File: src/rtl/tl_mon_pkg.sv
// Shared types for the lamp-side traffic-light safety monitor.
package tl_mon_pkg;

   typedef enum logic [1:0] {
      RED     = 2'd0,
      YELLOW  = 2'd1,
      GREEN   = 2'd2,
      INVALID = 2'd3
   } colour_t;

   typedef enum logic [2:0] {
      FC_NONE         = 3'd0,
      FC_CONFLICT     = 3'd1,
      FC_INVALID      = 3'd2,
      FC_SKIP_YELLOW  = 3'd3,
      FC_SHORT_YELLOW = 3'd4,
      FC_BAD_SEQ      = 3'd5
   } fault_code_t;

   typedef enum logic [1:0] {
      ST_INIT  = 2'd0,
      ST_RUN   = 2'd1,
      ST_FAULT = 2'd2
   } mon_state_t;

   localparam int LAMP_R = 0;
   localparam int LAMP_Y = 1;
   localparam int LAMP_G = 2;

   // Exactly one lit lamp names the colour; anything else is INVALID.
   function automatic colour_t decode_lamps(input logic [2:0] lamps);
      colour_t c;
      case (lamps)
         3'b001:  c = RED;
         3'b010:  c = YELLOW;
         3'b100:  c = GREEN;
         default: c = INVALID;
      endcase
      return c;
   endfunction

endpackage

File: src/rtl/lamp_channel_check.sv
// Per-light decode, colour history, yellow duration counter and transition flags.
module lamp_channel_check
   import tl_mon_pkg::*;
#(
   parameter int MIN_YELLOW = 3
) (
   input  logic       clk,
   input  logic       rst,
   input  logic       tick_i,
   input  logic [2:0] lamp_i,
   output logic [1:0] colour_o,
   output logic       invalid_o,
   output logic       skip_o,
   output logic       short_o,
   output logic       bad_seq_o
);

   localparam logic [7:0] MIN_Y8 = 8'(MIN_YELLOW);

   colour_t    cur_s;
   colour_t    prev_q, prev_d;
   logic [7:0] ycnt_q, ycnt_d;

   // History and yellow-duration next state; the entry tick into YELLOW counts as 1.
   always_comb begin
      cur_s  = decode_lamps(lamp_i);
      prev_d = prev_q;
      ycnt_d = ycnt_q;
      if (tick_i) begin
         prev_d = cur_s;
         if (cur_s == YELLOW) begin
            if (prev_q != YELLOW) begin
               ycnt_d = 8'd1;
            end else if (ycnt_q != 8'hFF) begin
               ycnt_d = ycnt_q + 8'd1;
            end else begin
               ycnt_d = ycnt_q;
            end
         end else begin
            ycnt_d = 8'd0;
         end
      end else begin
         prev_d = prev_q;
         ycnt_d = ycnt_q;
      end
   end

   // History registers.
   always_ff @(posedge clk or posedge rst) begin
      if (rst) begin
         prev_q <= RED;
         ycnt_q <= 8'd0;
      end else begin
         prev_q <= prev_d;
         ycnt_q <= ycnt_d;
      end
   end

   assign colour_o  = cur_s;
   assign invalid_o = (cur_s == INVALID);
   assign skip_o    = (prev_q == GREEN) && (cur_s == RED);
   assign short_o   = (prev_q == YELLOW) && (cur_s == RED) && (ycnt_q < MIN_Y8);
   assign bad_seq_o = ((prev_q == RED) && (cur_s == YELLOW)) ||
                      ((prev_q == YELLOW) && (cur_s == GREEN));

endmodule

File: src/rtl/lamp_conflict_monitor.sv
// Lamp-side safety monitor: pairwise conflicts, priority encode, fault latch FSM.
// Optional fault history FIFO enabled by defining FAULT_LOG_EN.
module lamp_conflict_monitor
   import tl_mon_pkg::*;
#(
   parameter int N_LIGHTS     = 4,
   parameter int MIN_YELLOW   = 3,
   parameter int SETTLE_TICKS = 2,
   parameter logic [N_LIGHTS*N_LIGHTS-1:0] PERMIT = {(N_LIGHTS*N_LIGHTS){1'b0}}
) (
   input  logic                     clk,
   input  logic                     rst,
   input  logic                     tick,
   input  logic [N_LIGHTS-1:0][2:0] leds,
   input  logic                     fault_clr,
   output logic                     fault,
   output logic [2:0]               fault_code,
   output logic [1:0]               fault_light,
   output logic                     force_flash,
   input  logic                     log_rd,
   output logic                     log_valid,
   output logic [4:0]               log_data
);

   localparam logic [7:0] SETTLE_T = 8'(SETTLE_TICKS);

   logic [N_LIGHTS-1:0] nonred_s, all_red_v;
   logic [N_LIGHTS-1:0] cls_v [4];
   logic                all_red_s;

   for (genvar g = 0; g < N_LIGHTS; g++) begin : g_chan
      logic [1:0] colour_s;
      lamp_channel_check #(.MIN_YELLOW(MIN_YELLOW)) u_chan (
         .clk       (clk),
         .rst       (rst),
         .tick_i    (tick),
         .lamp_i    (leds[g]),
         .colour_o  (colour_s),
         .invalid_o (cls_v[0][g]),
         .skip_o    (cls_v[1][g]),
         .short_o   (cls_v[2][g]),
         .bad_seq_o (cls_v[3][g])
      );
      assign nonred_s[g]  = (colour_t'(colour_s) != RED);
      assign all_red_v[g] = ~nonred_s[g];
   end

   assign all_red_s = &all_red_v;

   fault_code_t viol_code_s;
   logic [1:0]  viol_light_s;

   // Violation priority: conflict, then per-light classes in order, lowest index first.
   always_comb begin
      viol_code_s  = FC_NONE;
      viol_light_s = 2'd0;
      for (int i = 0; i < N_LIGHTS; i++) begin
         for (int j = i + 1; j < N_LIGHTS; j++) begin
            if ((viol_code_s == FC_NONE) && nonred_s[i] && nonred_s[j] &&
                (!PERMIT[i*N_LIGHTS+j] || !PERMIT[j*N_LIGHTS+i])) begin
               viol_code_s  = FC_CONFLICT;
               viol_light_s = 2'(i);
            end else begin
               viol_code_s  = viol_code_s;
            end
         end
      end
      for (int c = 0; c < 4; c++) begin
         for (int i = 0; i < N_LIGHTS; i++) begin
            if ((viol_code_s == FC_NONE) && cls_v[c][i]) begin
               viol_code_s  = fault_code_t'(3'(c + 2));
               viol_light_s = 2'(i);
            end else begin
               viol_code_s  = viol_code_s;
            end
         end
      end
   end

   mon_state_t state_q, state_d;
   logic [7:0] settle_q, settle_d;
   logic       fault_q, fault_d, flash_q, flash_d;
   logic [2:0] code_q, code_d;
   logic [1:0] light_q, light_d;
   logic       push_s;

   // FSM next state and registered-output next values; nothing moves without tick.
   always_comb begin
      state_d  = state_q;
      settle_d = settle_q;
      fault_d  = fault_q;
      flash_d  = flash_q;
      code_d   = code_q;
      light_d  = light_q;
      push_s   = 1'b0;
      if (tick) begin
         case (state_q)
            ST_INIT: begin
               fault_d = 1'b0;
               flash_d = 1'b1;
               if (!all_red_s) begin
                  settle_d = 8'd0;
               end else if ((settle_q + 8'd1) >= SETTLE_T) begin
                  state_d  = ST_RUN;
                  flash_d  = 1'b0;
                  settle_d = 8'd0;
               end else begin
                  settle_d = settle_q + 8'd1;
               end
            end
            ST_RUN: begin
               flash_d = 1'b0;
               if (viol_code_s != FC_NONE) begin
                  state_d = ST_FAULT;
                  fault_d = 1'b1;
                  flash_d = 1'b1;
                  code_d  = viol_code_s;
                  light_d = viol_light_s;
                  push_s  = 1'b1;
               end else begin
                  state_d = ST_RUN;
               end
            end
            ST_FAULT: begin
               if (fault_clr && all_red_s) begin
                  state_d  = ST_INIT;
                  fault_d  = 1'b0;
                  flash_d  = 1'b1;
                  code_d   = 3'd0;
                  light_d  = 2'd0;
                  settle_d = 8'd0;
               end else begin
                  state_d = ST_FAULT;
               end
            end
            default: begin
               state_d  = ST_INIT;
               fault_d  = 1'b0;
               flash_d  = 1'b1;
               code_d   = 3'd0;
               light_d  = 2'd0;
               settle_d = 8'd0;
            end
         endcase
      end else begin
         state_d = state_q;
      end
   end

   // FSM and output registers.
   always_ff @(posedge clk or posedge rst) begin
      if (rst) begin
         state_q  <= ST_INIT;
         settle_q <= 8'd0;
         fault_q  <= 1'b0;
         flash_q  <= 1'b1;
         code_q   <= 3'd0;
         light_q  <= 2'd0;
      end else begin
         state_q  <= state_d;
         settle_q <= settle_d;
         fault_q  <= fault_d;
         flash_q  <= flash_d;
         code_q   <= code_d;
         light_q  <= light_d;
      end
   end

   assign fault       = fault_q;
   assign fault_code  = code_q;
   assign fault_light = light_q;
   assign force_flash = flash_q;

`ifdef FAULT_LOG_EN
   logic [4:0] log_mem_q [4];
   logic [1:0] wr_q, rd_q;
   logic [2:0] cnt_q;
   logic       do_push_s, do_pop_s;

   assign do_push_s = push_s && (cnt_q != 3'd4);
   assign do_pop_s  = log_rd && (cnt_q != 3'd0);

   // Fault log FIFO; a full log keeps its oldest entries.
   always_ff @(posedge clk or posedge rst) begin
      if (rst) begin
         for (int k = 0; k < 4; k++) begin
            log_mem_q[k] <= 5'd0;
         end
         wr_q  <= 2'd0;
         rd_q  <= 2'd0;
         cnt_q <= 3'd0;
      end else begin
         if (do_push_s) begin
            log_mem_q[wr_q] <= {code_d, light_d};
            wr_q            <= wr_q + 2'd1;
         end
         if (do_pop_s) begin
            rd_q <= rd_q + 2'd1;
         end
         cnt_q <= cnt_q + {2'd0, do_push_s} - {2'd0, do_pop_s};
      end
   end

   assign log_valid = (cnt_q != 3'd0);
   assign log_data  = log_valid ? log_mem_q[rd_q] : 5'd0;
`else
   logic unused_log_rd;
   assign unused_log_rd = log_rd;
   assign log_valid     = 1'b0;
   assign log_data      = 5'd0;
`endif

endmodule

File: config.mk
export PLATFORM = sky130hd
export DESIGN_NAME = lamp_conflict_monitor
export DESIGN_NICKNAME = d
export VERILOG_FILES = /design/src/rtl/tl_mon_pkg.sv /design/src/rtl/lamp_channel_check.sv /design/src/rtl/lamp_conflict_monitor.sv
export SDC_FILE = /design/constraint.sdc
export NUM_CORES = 1
export LEC_CHECK = 0
export ABC_AREA = 1
export BUFFER_PORTS_ARGS = -buffer_cell sky130_fd_sc_hd__buf_2
export CORE_UTILIZATION = 66
export DETAILED_ROUTE_END_ITERATION = 16
export PLACE_DENSITY = 0.86
export SLEW_MARGIN = 20
export SYNTH_ARGS = -nofsm -noshare
export SYNTH_HDL_FRONTEND = slang
export SYNTH_SLANG_ARGS = --single-unit
File: constraint.sdc
create_clock -name clk -period 6.4 [get_ports clk]
set_input_delay 1.6 -clock clk [delete_from_list [all_inputs] [get_ports clk]]
set_output_delay 1.6 -clock clk [all_outputs]
set_load 0.02 [all_outputs]
==> results of run 1 <==
[how the worst min path moves through the flow]
stage	from	cells after the start	to
6_report	fault_code[0]	2	fault_code[0]
4_1_cts	fault_light[1]	2	fault_light[1]
3_5_place_dp	fault_light[1]	2	fault_light[1]
2_1_floorplan	settle_q[3]	2	settle_q[3]
5_1_grt	fault_code[0]	2	fault_code[0]
3_3_place_gp	fault_code[0]	2	fault_code[0]
[final cells by class]
type | count | area share [%]
clock buffers | 13 | 3.80
well taps | 75 | 2.11
inverters | 119 | 10.2
clock inverters | 3 | 0.337
repair buffers | 23 | 2.64
flip-flops and latches | 57 | 32.1
multi-input cells | 394 | 48.8
[worst max-delay path, stage by stage]
cell and delay (ns):
buf_2 0.13, nor3_4 0.38, inv_2 0.11, nand2_2 0.10
nand2_2 0.09, nand2_8 0.13, nand2_8 0.09, clkinv_4 0.08
o31ai_1 0.06, o21ai_0 0.09, inv_1 0.07, nand3_1 0.09
nand2_1 0.10, nor3_1 0.36, nor2_1 0.09, a2111oi_0 0.58
nor2_1 0.08, nand2_1 0.09, nand2_1 0.05
[logic make-up (layout without fill, tap and decap cells)]
kind of cell / count (synthesis) / after routing / synth area share, %
flops: 57 / 57 / 34.9
fa+ha+maj: 6 / 6 / 1.83
simple gates: 283 / 283 / 35.7
xor+xnor: 2 / 2 / 0.428
other cells: 1 / 6 / 0.0915
buf+inv: 129 / 158 / 12.6
compound gates: 97 / 97 / 14.5
[Yosys cell counts, types with 3 or more instances]
| cell | instances |
|---|---|
| inv_1 | 109 |
| nand2_1 | 97 |
| nor2_1 | 64 |
| dfrtp_1 | 56 |
| nand3_1 | 40 |
| o21ai_0 | 40 |
| a21oi_1 | 25 |
| nor3_1 | 21 |
| nand4_1 | 18 |
| nand3_2 | 7 |
| buf_4 | 6 |
| ha_1 | 6 |
| inv_2 | 6 |
| nand2_2 | 6 |
| nor4_1 | 6 |
| o211ai_1 | 6 |
| a31oi_1 | 4 |
| clkbuf_1 | 4 |
| nor2_2 | 4 |
| nor2_4 | 4 |
| nor3_2 | 3 |
| nor3_4 | 3 |
| nor3b_1 | 3 |
[per-stage QoR]
step | hold WS, ns | total power (W)
after floorplan | 0.458 | 0.000568
after global placement | 0.460 | 0.000610
after detailed placement | 0.464 | 0.000622
after CTS | 0.482 | 0.000932
after global routing | 0.519 | 0.000979
final | 0.476 | 0.000927
[state kept, by name, indices dropped and copies added (netlist names)]
register	count
state_q	2
fault_code	3
fault_light	2
g_chan.u_chan.ycnt_q	32
fault	1
g_chan.u_chan.prev_q	8
settle_q	8
force_flash	1
[power by group through the flow]
stage / sequential (W) / combinational (W) / clock [W]
after detailed placement: 0.000413 / 0.000209 / 0
after global routing: 0.000411 / 0.000237 / 0.000331
final: 0.000407 / 0.000210 / 0.000311
after CTS: 0.000407 / 0.000210 / 0.000315
after floorplan: 0.000422 / 0.000146 / 0
after global placement: 0.000412 / 0.000199 / 0
[routing by layer]
metal	vias up	track usage [%]
li1	1947	-
met1	1879	35.7
met2	145	54.7
met3	40	5.51
met4	0	17.3
met5	-	0
==> flow_metrics.tcl, run 1 <==
set metrics [dict create \
    combPwrFrac_pct 22.6 \
    post_route_cells_drive_above_1_share_pct 14.4 \
    relSlewSlack_pct 52.7 \
    met1Wirelength_um 3870 \
    drt.antenna.violating_nets 0 \
    cp.required_ns 6.63 \
    critPathMaxFanout 7 \
    dpl_cell_area_sq_um 4270 \
    worst-r2r-setup-slack_ns 3.85 \
    run_status "finished, final reports clean" \
    seq_power_share_pct 43.9 \
    grt_pass1_wl_um 15600 \
    cts_root_buffer "clkbuf_8" \
    cp-start-kind "input pin" \
    drt-initial-drc-count 280 \
    fin_clk_skew_ns 0.0113 \
    worstReg2RegStart "g_chan[1].u_chan.prev_q[1]" \
    irDropWorstVdd_mv 0.152 \
    rows 28 \
    synth_top_area_cell "dfrtp_1" \
    detailedPlace.worstSlack_ns 2.08 \
    fill_cell_instance_count_of_the_final_layout 480 \
    grt_max_degree 34 \
    synth.cell_area_sq_um 4100 \
    ctsResizeCount 0 \
    number_of_enable_flip_flop_cells_after_synthesis 0 \
    antenna_cells 0 \
    endpoint "fault_code[1]" \
    ys.flop_type "dfrtp_1" \
    worst_r2r_endpoint "g_chan[1].u_chan.ycnt_q[7]" \
    share_clk_of_total_power_pct 33.5 \
    post-route-worst-setup-slack_ns 2.25 \
    period_share_pct 64.8 \
    post_synth_num_cell_types 51 \
    maxClockFrequency_mhz 241 \
    arrival_time_of_data_at_the_critical_path_endpoint_ns 4.38 \
    placed_cells_incl_taps 668 \
    cts_tree "done" \
    tritoncts.num_buffers 9 \
    multi_input_comb_area_sq_um 2170 \
    drv_slew 0 \
    finalWirelength_um 9360 \
    avgRoutedWirePerCell_um 13.7 \
    netSwitchingPower_w 0.000306 \
    routed-wl-met3_um 506 \
    avg_cell_area_syn_sq_um 7.12 \
    grt_antenna_before_repair 0 \
    timing.reg2reg.worst_path_depth 9 \
    io_buffer_count 22 \
    cts.sinks 57 \
    insertion_delay_ns 0.34 \
    core_box_area_sq_um 5960 \
    drt-pass1-iter-count 5 \
    worst_setup_path_end_kind "flip-flop" \
    cts_setup_buffers 0 \
    finish.utilization_pct 74.7 \
    die_height_um 80.8 \
    p_sw_share_pct 33.0 \
    holdCritPathClass "reg2reg" \
    crit_start "leds[5]" \
    remaining_drc_errors 0 \
    synth_sequential_area_ratio_pct 34.9 \
    first_global_vias 3786 \
    gpl.final_weighted_congestion 0.900 \
    pwr_density_cell_nw_per_um2 208 \
    postSynthCellCount 575 \
    fin_tns_setup_ns 0 \
    grt_usage_pct 31.1 \
    cts_htree_levels 3 \
    area_growth_syn_to_layout_pct 8.64 \
    power_report.internal_total_w 0.000621 \
    final_common_cell "inv_1" \
    min_cycle_time_layout_ns 4.15 \
    dieWidth_um 80.8 \
    die_area_sq_um 6530 \
    max_slew.worst_pin.slew_ns 0.705 \
    globalRoute.totalOverflow 0 \
    routed-wl-met2_um 4640 \
    dp_hpwl_um 7110 \
    yosysWarnings 0 \
    final_design_area_no_fill_sq_um 4450 \
    synth_top_area_share_pct 34.2 \
    detail_route.vias_per_cell 5.86 \
    layout_common_cells "108 x inv_1, 97 x nand2_1, 64 x nor2_1" \
    cts.path.max_buffers 2 \
    synth_seq_cells 57 \
    nNetsFinal 627 \
    synth_area_leaders "dfrtp_1 34%, inv_1 10%, nand2_1 8.9%, nor2_1 5.9%, nand3_1 4.9%" \
    path_class "in2reg" \
    cts_hold_repair.buffers 0 \
    final-seq-area_sq_um 1430 \
    finish.cell_count_without_fillers 684 \
    rsz0062_at_grt "false" \
    setup-violations-final 0 \
    max-cap-violations 0 \
    path_clk_slew_ns 0.07 \
    asyncSetResetFlopFracSynth_pct 100 \
    topRoutingLayerUsed "met4" \
    finalHoldViolCount 0 \
    io-pin-count 30 \
    vias 4011 \
    p_leak_nw 2.20 \
    initial_core_util_pct 68.8 \
]
No activity file was read; power rests on OpenSTA's default activity.
==> inputs of run 2 (changes only) <==
--- a/config.mk
+++ b/config.mk
@@ -5,11 +5,11 @@
 export SDC_FILE = /design/constraint.sdc
 export NUM_CORES = 1
 export LEC_CHECK = 0
-export ABC_AREA = 1
+export ABC_AREA = 0
 export BUFFER_PORTS_ARGS = -buffer_cell sky130_fd_sc_hd__buf_2
-export CORE_UTILIZATION = 66
+export CORE_UTILIZATION = 55
 export DETAILED_ROUTE_END_ITERATION = 16
-export PLACE_DENSITY = 0.86
+export PLACE_DENSITY = 0.77
 export SLEW_MARGIN = 20
 export SYNTH_ARGS = -nofsm -noshare
 export SYNTH_HDL_FRONTEND = slang
==> constraint.sdc (replaced) <==
create_clock -name clk -period 3.5 [get_ports clk]
set_input_delay 0.875 -clock clk [delete_from_list [all_inputs] [get_ports clk]]
set_output_delay 0.875 -clock clk [all_outputs]
set_load 0.02 [all_outputs]
==> flow_metrics.tcl, run 2 <==
set metrics [dict create \
    run_status "finished, final reports clean" \
    largest_reg_flops 32 \
    worst-r2r-setup-slack_ns 1.11 \
    min_delay_worst_endpoint "fault" \
    number_of_enable_flip_flop_cells_after_synthesis 0 \
    dieWidth_um 85.9 \
    drt-pass1-iter-count 4 \
    avg_cell_area_syn_sq_um 8.79 \
    cts.path.max_buffers 2 \
    postSynthCellCount 440 \
    min_cycle_time_layout_ns 2.73 \
    vias 3265 \
    path_class "in2reg" \
    globalRoute.totalOverflow 0 \
    setup-violations-final 0 \
    multi_input_comb_area_sq_um 2230 \
    finish.utilization_pct 61.1 \
    synth.cell_area_sq_um 3870 \
    relSlewSlack_pct 59.9 \
    routed-wl-met2_um 3870 \
    max_slew.worst_pin.slew_ns 0.595 \
    antenna_cells 0 \
    irDropWorstVdd_mv 0.266 \
    timing.hold.worst_path_depth 1 \
    dp_hpwl_um 5780 \
    cts_htree_levels 3 \
    die_area_sq_um 7370 \
    path_clk_slew_ns 0.07 \
    avgRoutedWirePerCell_um 14.5 \
    insertion_delay_ns 0.34 \
    critPathMaxFanout 12 \
    ys.flop_type "dfrtp_1" \
    synth_seq_cells 57 \
    detailedPlace.worstSlack_ns 0.440 \
    detail_route.vias_per_cell 5.86 \
    met1Wirelength_um 3760 \
    rows 30 \
    core_box_area_sq_um 6790 \
    die_height_um 85.9 \
    crit_path_cell_trace "buf_2, or3b_1, o22ai_1, a211oi_2, and3_4, a21boi_4, o21ai_2, mux2_4" \
    pwr_density_cell_nw_per_um2 385 \
    fin_clk_skew_ns 0.0109 \
    fin_tns_setup_ns 0 \
    share_clk_of_total_power_pct 31.7 \
    layout_common_cells "56 x dfrtp_1, 49 x nor2_1, 40 x nand2_1" \
    ctsResizeCount 0 \
    cts_root_buffer "clkbuf_8" \
    cts.sinks 57 \
    max_stage_delay_ns 0.47 \
    reg.largest.list "g_chan.u_chan.ycnt_q (32), g_chan.u_chan.prev_q (8), settle_q (8)" \
    io-pin-count 30 \
    synth_most_common_cell "dfrtp_1" \
    period_share_pct 78.1 \
    cts_setup_buffers 0 \
    finalHoldViolCount 0 \
    worst_hold_slack_ns 0.473 \
    combPwrFrac_pct 21.4 \
    hold_path.startpoint "fault" \
    drt-initial-drc-count 190 \
    post-route-worst-setup-slack_ns 0.766 \
    drt.antenna.violating_nets 0 \
    rsz0062_at_grt "false" \
    p_leak_nw 1.75 \
    synth_top_area_share_pct 36.2 \
    seq_power_share_pct 46.9 \
    cp-start-kind "input pin" \
    netSwitchingPower_w 0.000507 \
    synth_sequential_area_ratio_pct 36.9 \
    power_report.internal_total_w 0.00109 \
    synth.cells.most_frequent "56 x dfrtp_1, 49 x nor2_1, 40 x nand2_1, 27 x a21oi_1, 26 x o21ai_0" \
    initial_core_util_pct 56.9 \
    io_buffer_count 22 \
    cts_tree "done" \
    area_growth_syn_to_layout_pct 7.28 \
    arrival_time_of_data_at_the_critical_path_endpoint_ns 2.96 \
    p_sw_share_pct 31.7 \
    drv_slew 0 \
    asyncSetResetFlopFracSynth_pct 100 \
    tritoncts.num_buffers 9 \
    grt_antenna_before_repair 0 \
    max-cap-violations 0 \
    final_common_cell "dfrtp_1" \
    finalWirelength_um 8090 \
    synth_top_area_cell "dfrtp_1" \
    grt_max_degree 32 \
    first_global_vias 2966 \
    post-layout-total-power_w 0.00160 \
    post_synth_num_cell_types 73 \
    cts_hold_repair.buffers 0 \
    topRoutingLayerUsed "met4" \
    gpl.final_weighted_congestion 0.917 \
    maxClockFrequency_mhz 366 \
    yosysWarnings 0 \
    remaining_drc_errors 0 \
    crit_slowest_cell "a211oi_2" \
    worst_setup_path_end_kind "flip-flop" \
    grt_usage_pct 23.9 \
    registers.top_by_ff_count "g_chan.u_chan.ycnt_q" \
    routed-wl-met3_um 343 \
    post_route_cells_drive_above_1_share_pct 13.9 \
    grt_pass1_wl_um 13800 \
    holdCritPathClass "reg2reg" \
    timing.reg2reg.worst_path_depth 7 \
    final-seq-area_sq_um 1430 \
    worst_r2r_endpoint "fault_code[1]" \
    nNetsFinal 479 \
    worstReg2RegStart "g_chan[0].u_chan.prev_q[0]" \
    fill_cell_instance_count_of_the_final_layout 578 \
    cp.required_ns 3.73 \
    synth_area_leaders "dfrtp_1 36%, nor2_1 4.8%, nand2_1 3.9%, a21oi_1 3.5%, o21ai_0 3.4%" \
]
## run 2: worst max-delay path by stage
stage / startpoint / endpoint / slack (ns) / cells past startpoint
6_report: leds[5] / fault_code[1] / 0.77 / 8
5_1_grt: leds[5] / fault_code[1] / 0.64 / 8
4_1_cts: leds[5] / fault_code[1] / 0.80 / 8
3_5_place_dp: leds[5] / fault_code[1] / 0.44 / 8
3_3_place_gp: leds[9] / fault_code[1] / 0.52 / 8
2_1_floorplan: leds[11] / fault_code[1] / 0.66 / 9
## run 2: worst max-delay path: cells and delay by family
family	cells	cell delay, ns
compound gates	4	0.91
buf+inv	1	0.20
mux	1	0.32
simple gates	2	0.64
## run 2: cell type report
class                      instances  share of cell area [%]
inverter                          13                    1.18
tap                               96                    2.90
clock inverter                     4                   0.543
clock buffer                      12                    3.26
timing repair buffer              27                    3.86
sequential                        57                    34.4
multi-input combinational        348                    53.9
## run 2: kinds of logic (layout without fill, tap and decap cells)
logic type,count (synthesis),count (layout),share of synthesized area (%)
AO/OA/AOI/OAI,119,119,22.0
XOR/XNOR,18,18,4.08
adder cells (fa/ha/maj),6,6,1.94
buffers and inverters,40,56,5.79
flip-flops,57,57,36.9
multiplexers,4,4,1.23
other,1,6,0.0970
AND/OR/NAND/NOR,195,195,28.0
## run 2: through the flow
stage	instances	cell area [sq um]
after floorplan	445	3890
after global placement	541	3990
after detailed placement	541	3990
after CTS	557	4150
after global routing	557	4150
final	557	4150
## run 2: routing by layer
layer | global-route usage [%] | vias up
met5 | 0 | -
met3 | 5.29 | 13
li1 | - | 1631
met1 | 31.4 | 1551
met4 | 9.39 | 0
met2 | 38.5 | 70
## run 2: power by group through the flow
stage / clock network (W) / registers, W / logic, W
2_1_floorplan: 0 / 0.000758 / 0.000274
4_1_cts: 0.000517 / 0.000748 / 0.000342
6_report: 0.000507 / 0.000749 / 0.000342
3_5_place_dp: 0 / 0.000759 / 0.000341
3_3_place_gp: 0 / 0.000757 / 0.000334
5_1_grt: 0.000548 / 0.000754 / 0.000375
==> inputs of run 3 (changes only) <==
--- a/config.mk
+++ b/config.mk
@@ -5,7 +5,7 @@
 export SDC_FILE = /design/constraint.sdc
 export NUM_CORES = 1
 export LEC_CHECK = 0
-export ABC_AREA = 0
+export ABC_AREA = 1
 export BUFFER_PORTS_ARGS = -buffer_cell sky130_fd_sc_hd__buf_2
 export CORE_UTILIZATION = 55
 export DETAILED_ROUTE_END_ITERATION = 16
==> constraint.sdc (replaced) <==
create_clock -name clk -period 2.3 [get_ports clk]
set_input_delay 0.575 -clock clk [delete_from_list [all_inputs] [get_ports clk]]
set_output_delay 0.575 -clock clk [all_outputs]
set_load 0.02 [all_outputs]
==> flow_metrics.tcl, run 3 (synthesized netlist as in run 1, its figures left out) <==
set metrics [dict create \
    worst_setup_path_end_kind "flip-flop" \
    cts_htree_levels 3 \
    rows 31 \
    insertion_delay_ns 0.37 \
    min_cycle_time_layout_ns 2.90 \
    registers.top_by_ff_count "g_chan.u_chan.ycnt_q" \
    worst_hold_slack_ns 0.157 \
    irDropWorstVdd_mv 0.363 \
    drv_slew 0 \
    gpl.final_weighted_congestion 0.921 \
    post_route_cells_drive_above_1_share_pct 30.6 \
    cts.path.max_buffers 2 \
    drt-initial-drc-count 326 \
    fin_tns_setup_ns -4.93 \
    finalWirelength_um 11700 \
    pwr_density_cell_nw_per_um2 539 \
    drt.antenna.violating_nets 0 \
    worstReg2RegStart "g_chan[0].u_chan.prev_q[1]" \
    final_design_area_no_fill_sq_um 5600 \
    maxClockFrequency_mhz 345 \
    grt_max_degree 28 \
    dp_hpwl_um 7860 \
    remaining_drc_errors 0 \
    post-route-worst-setup-slack_ns -0.598 \
    vias 4448 \
    core_box_area_sq_um 7210 \
    dieWidth_um 88.3 \
    first_global_vias 4047 \
    p_leak_nw 2.78 \
    worst_r2r_endpoint "fault_light[1]" \
    period_share_pct 126 \
    cp-start-kind "input pin" \
    path_clk_slew_ns 0.09 \
    final_common_cell "inv_1" \
    holdCritPathClass "in2async" \
    area_growth_syn_to_layout_pct 36.6 \
    rsz0062_at_grt "true" \
    finalHoldViolCount 0 \
    run_status "complete, but fails checks" \
    grt_usage_pct 30.5 \
    setup-violations-final 9 \
    antenna_cells 0 \
    layout_common_cells "103 x inv_1, 89 x buf_4, 88 x nand2_1" \
    nNetsFinal 723 \
    failed_checks "setup timing" \
    critPathMaxFanout 4 \
    detail_route.vias_per_cell 5.53 \
    largest_reg_flops 32 \
    io_buffer_count 22 \
    io-pin-count 30 \
    cp.required_ns 2.60 \
    reg.largest.list "g_chan.u_chan.ycnt_q (32), g_chan.u_chan.prev_q (8), settle_q (8)" \
    die_area_sq_um 7800 \
    fill_cell_instance_count_of_the_final_layout 506 \
    max-cap-violations 0 \
    path_class "in2reg" \
    drt-pass1-iter-count 5 \
    arrival_time_of_data_at_the_critical_path_endpoint_ns 3.20 \
    globalRoute.totalOverflow 0 \
    tritoncts.num_buffers 9 \
    cts.sinks 57 \
    avgRoutedWirePerCell_um 14.6 \
    grt_pass1_wl_um 18300 \
    fin_clk_skew_ns 0.0166 \
    grt_antenna_before_repair 0 \
    initial_core_util_pct 56.8 \
    die_height_um 88.3 \
    timing.reg2reg.worst_path_depth 18 \
    cts_root_buffer "clkbuf_8" \
    cts_tree "done" \
    dpl_cell_area_sq_um 4850 \
    worst-r2r-setup-slack_ns -0.29 \
]
-- run 3: metrics by stage --
| step | util (%) | total power (W) | worst slack [ns] | std cells |
|---|---|---|---|---|
| after global routing | 77.6 | 0.00316 | -0.780 | 804 |
| after global placement | 67.3 | 0.00180 | -0.851 | 762 |
| after floorplan | - | 0.00158 | -0.450 | 580 |
| after CTS | 73.8 | 0.00298 | -0.474 | 788 |
| final | 77.6 | 0.00302 | -0.598 | 804 |
| after detailed placement | 67.3 | 0.00183 | -0.936 | 762 |
-- run 3: how the worst max path moves through the flow --
| stage | from | endpoint | slack [ns] | cells past startpoint |
|---|---|---|---|---|
| floorplan | leds[4] | fault_code[0] | -0.45 | 21 |
| global placement | leds[4] | fault_code[1] | -0.85 | 18 |
| detailed placement | leds[4] | fault_light[1] | -0.94 | 17 |
| CTS | leds[10] | fault_light[1] | -0.47 | 23 |
| global route | leds[9] | fault_code[2] | -0.78 | 21 |
| finish | leds[9] | fault_code[2] | -0.60 | 21 |
-- run 3: area by class of cell --
type | instances | area [sq um] | share of cell area, %
Tap cell | 99 | 124 | 2.21
Clock buffer | 9 | 124 | 2.21
Multi-Input combinational cell | 394 | 2420 | 43.2
Inverter | 119 | 467 | 8.34
Sequential cell | 57 | 1430 | 25.5
Clock inverter | 7 | 104 | 1.86
Timing Repair Buffer | 119 | 933 | 16.7
-- run 3: metal layers --
metal | GRT usage [%] | share of wire, %
met4 | 14.5 | 3.3
met1 | 36.4 | 41
met3 | 5.97 | 5.2
met5 | 0 | 0
met2 | 52.7 | 51
-- run 3: power breakdown --
part | leakage, nW | internal [W] | switching, W
clock | 0.114 | 0.000620 | 0.000471
combinational | 1.90 | 0.000300 | 0.000488
sequential | 0.763 | 0.00108 | 0.0000592
-- run 3: timing repair --
| item | 4_1_cts | 5_1_grt |
|---|---|---|
| pin swaps | 24 | 23 |
| hold buffers | 0 | 0 |
| setup buffers | 10 | 16 |
| resized for setup | 41 | 36 |
| setup endpoints to repair | 9 | 9 |
-- run 3: worst max-delay path, stage by stage --
cell and delay, ns:
buf_2 0.13, buf_4 0.16, nor3_4 0.24, nor3_4 0.06, buf_4 0.15, nand3_4 0.10
nand4_1 0.19, inv_2 0.13, nand3_4 0.11, buf_4 0.16, nand4_4 0.11, clkinv_4 0.09
buf_4 0.14, buf_4 0.13, a21oi_1 0.12, o21ai_0 0.14, nor2_1 0.12, nand3_1 0.08
a21oi_1 0.12, nand2_1 0.07, nand2_1 0.06
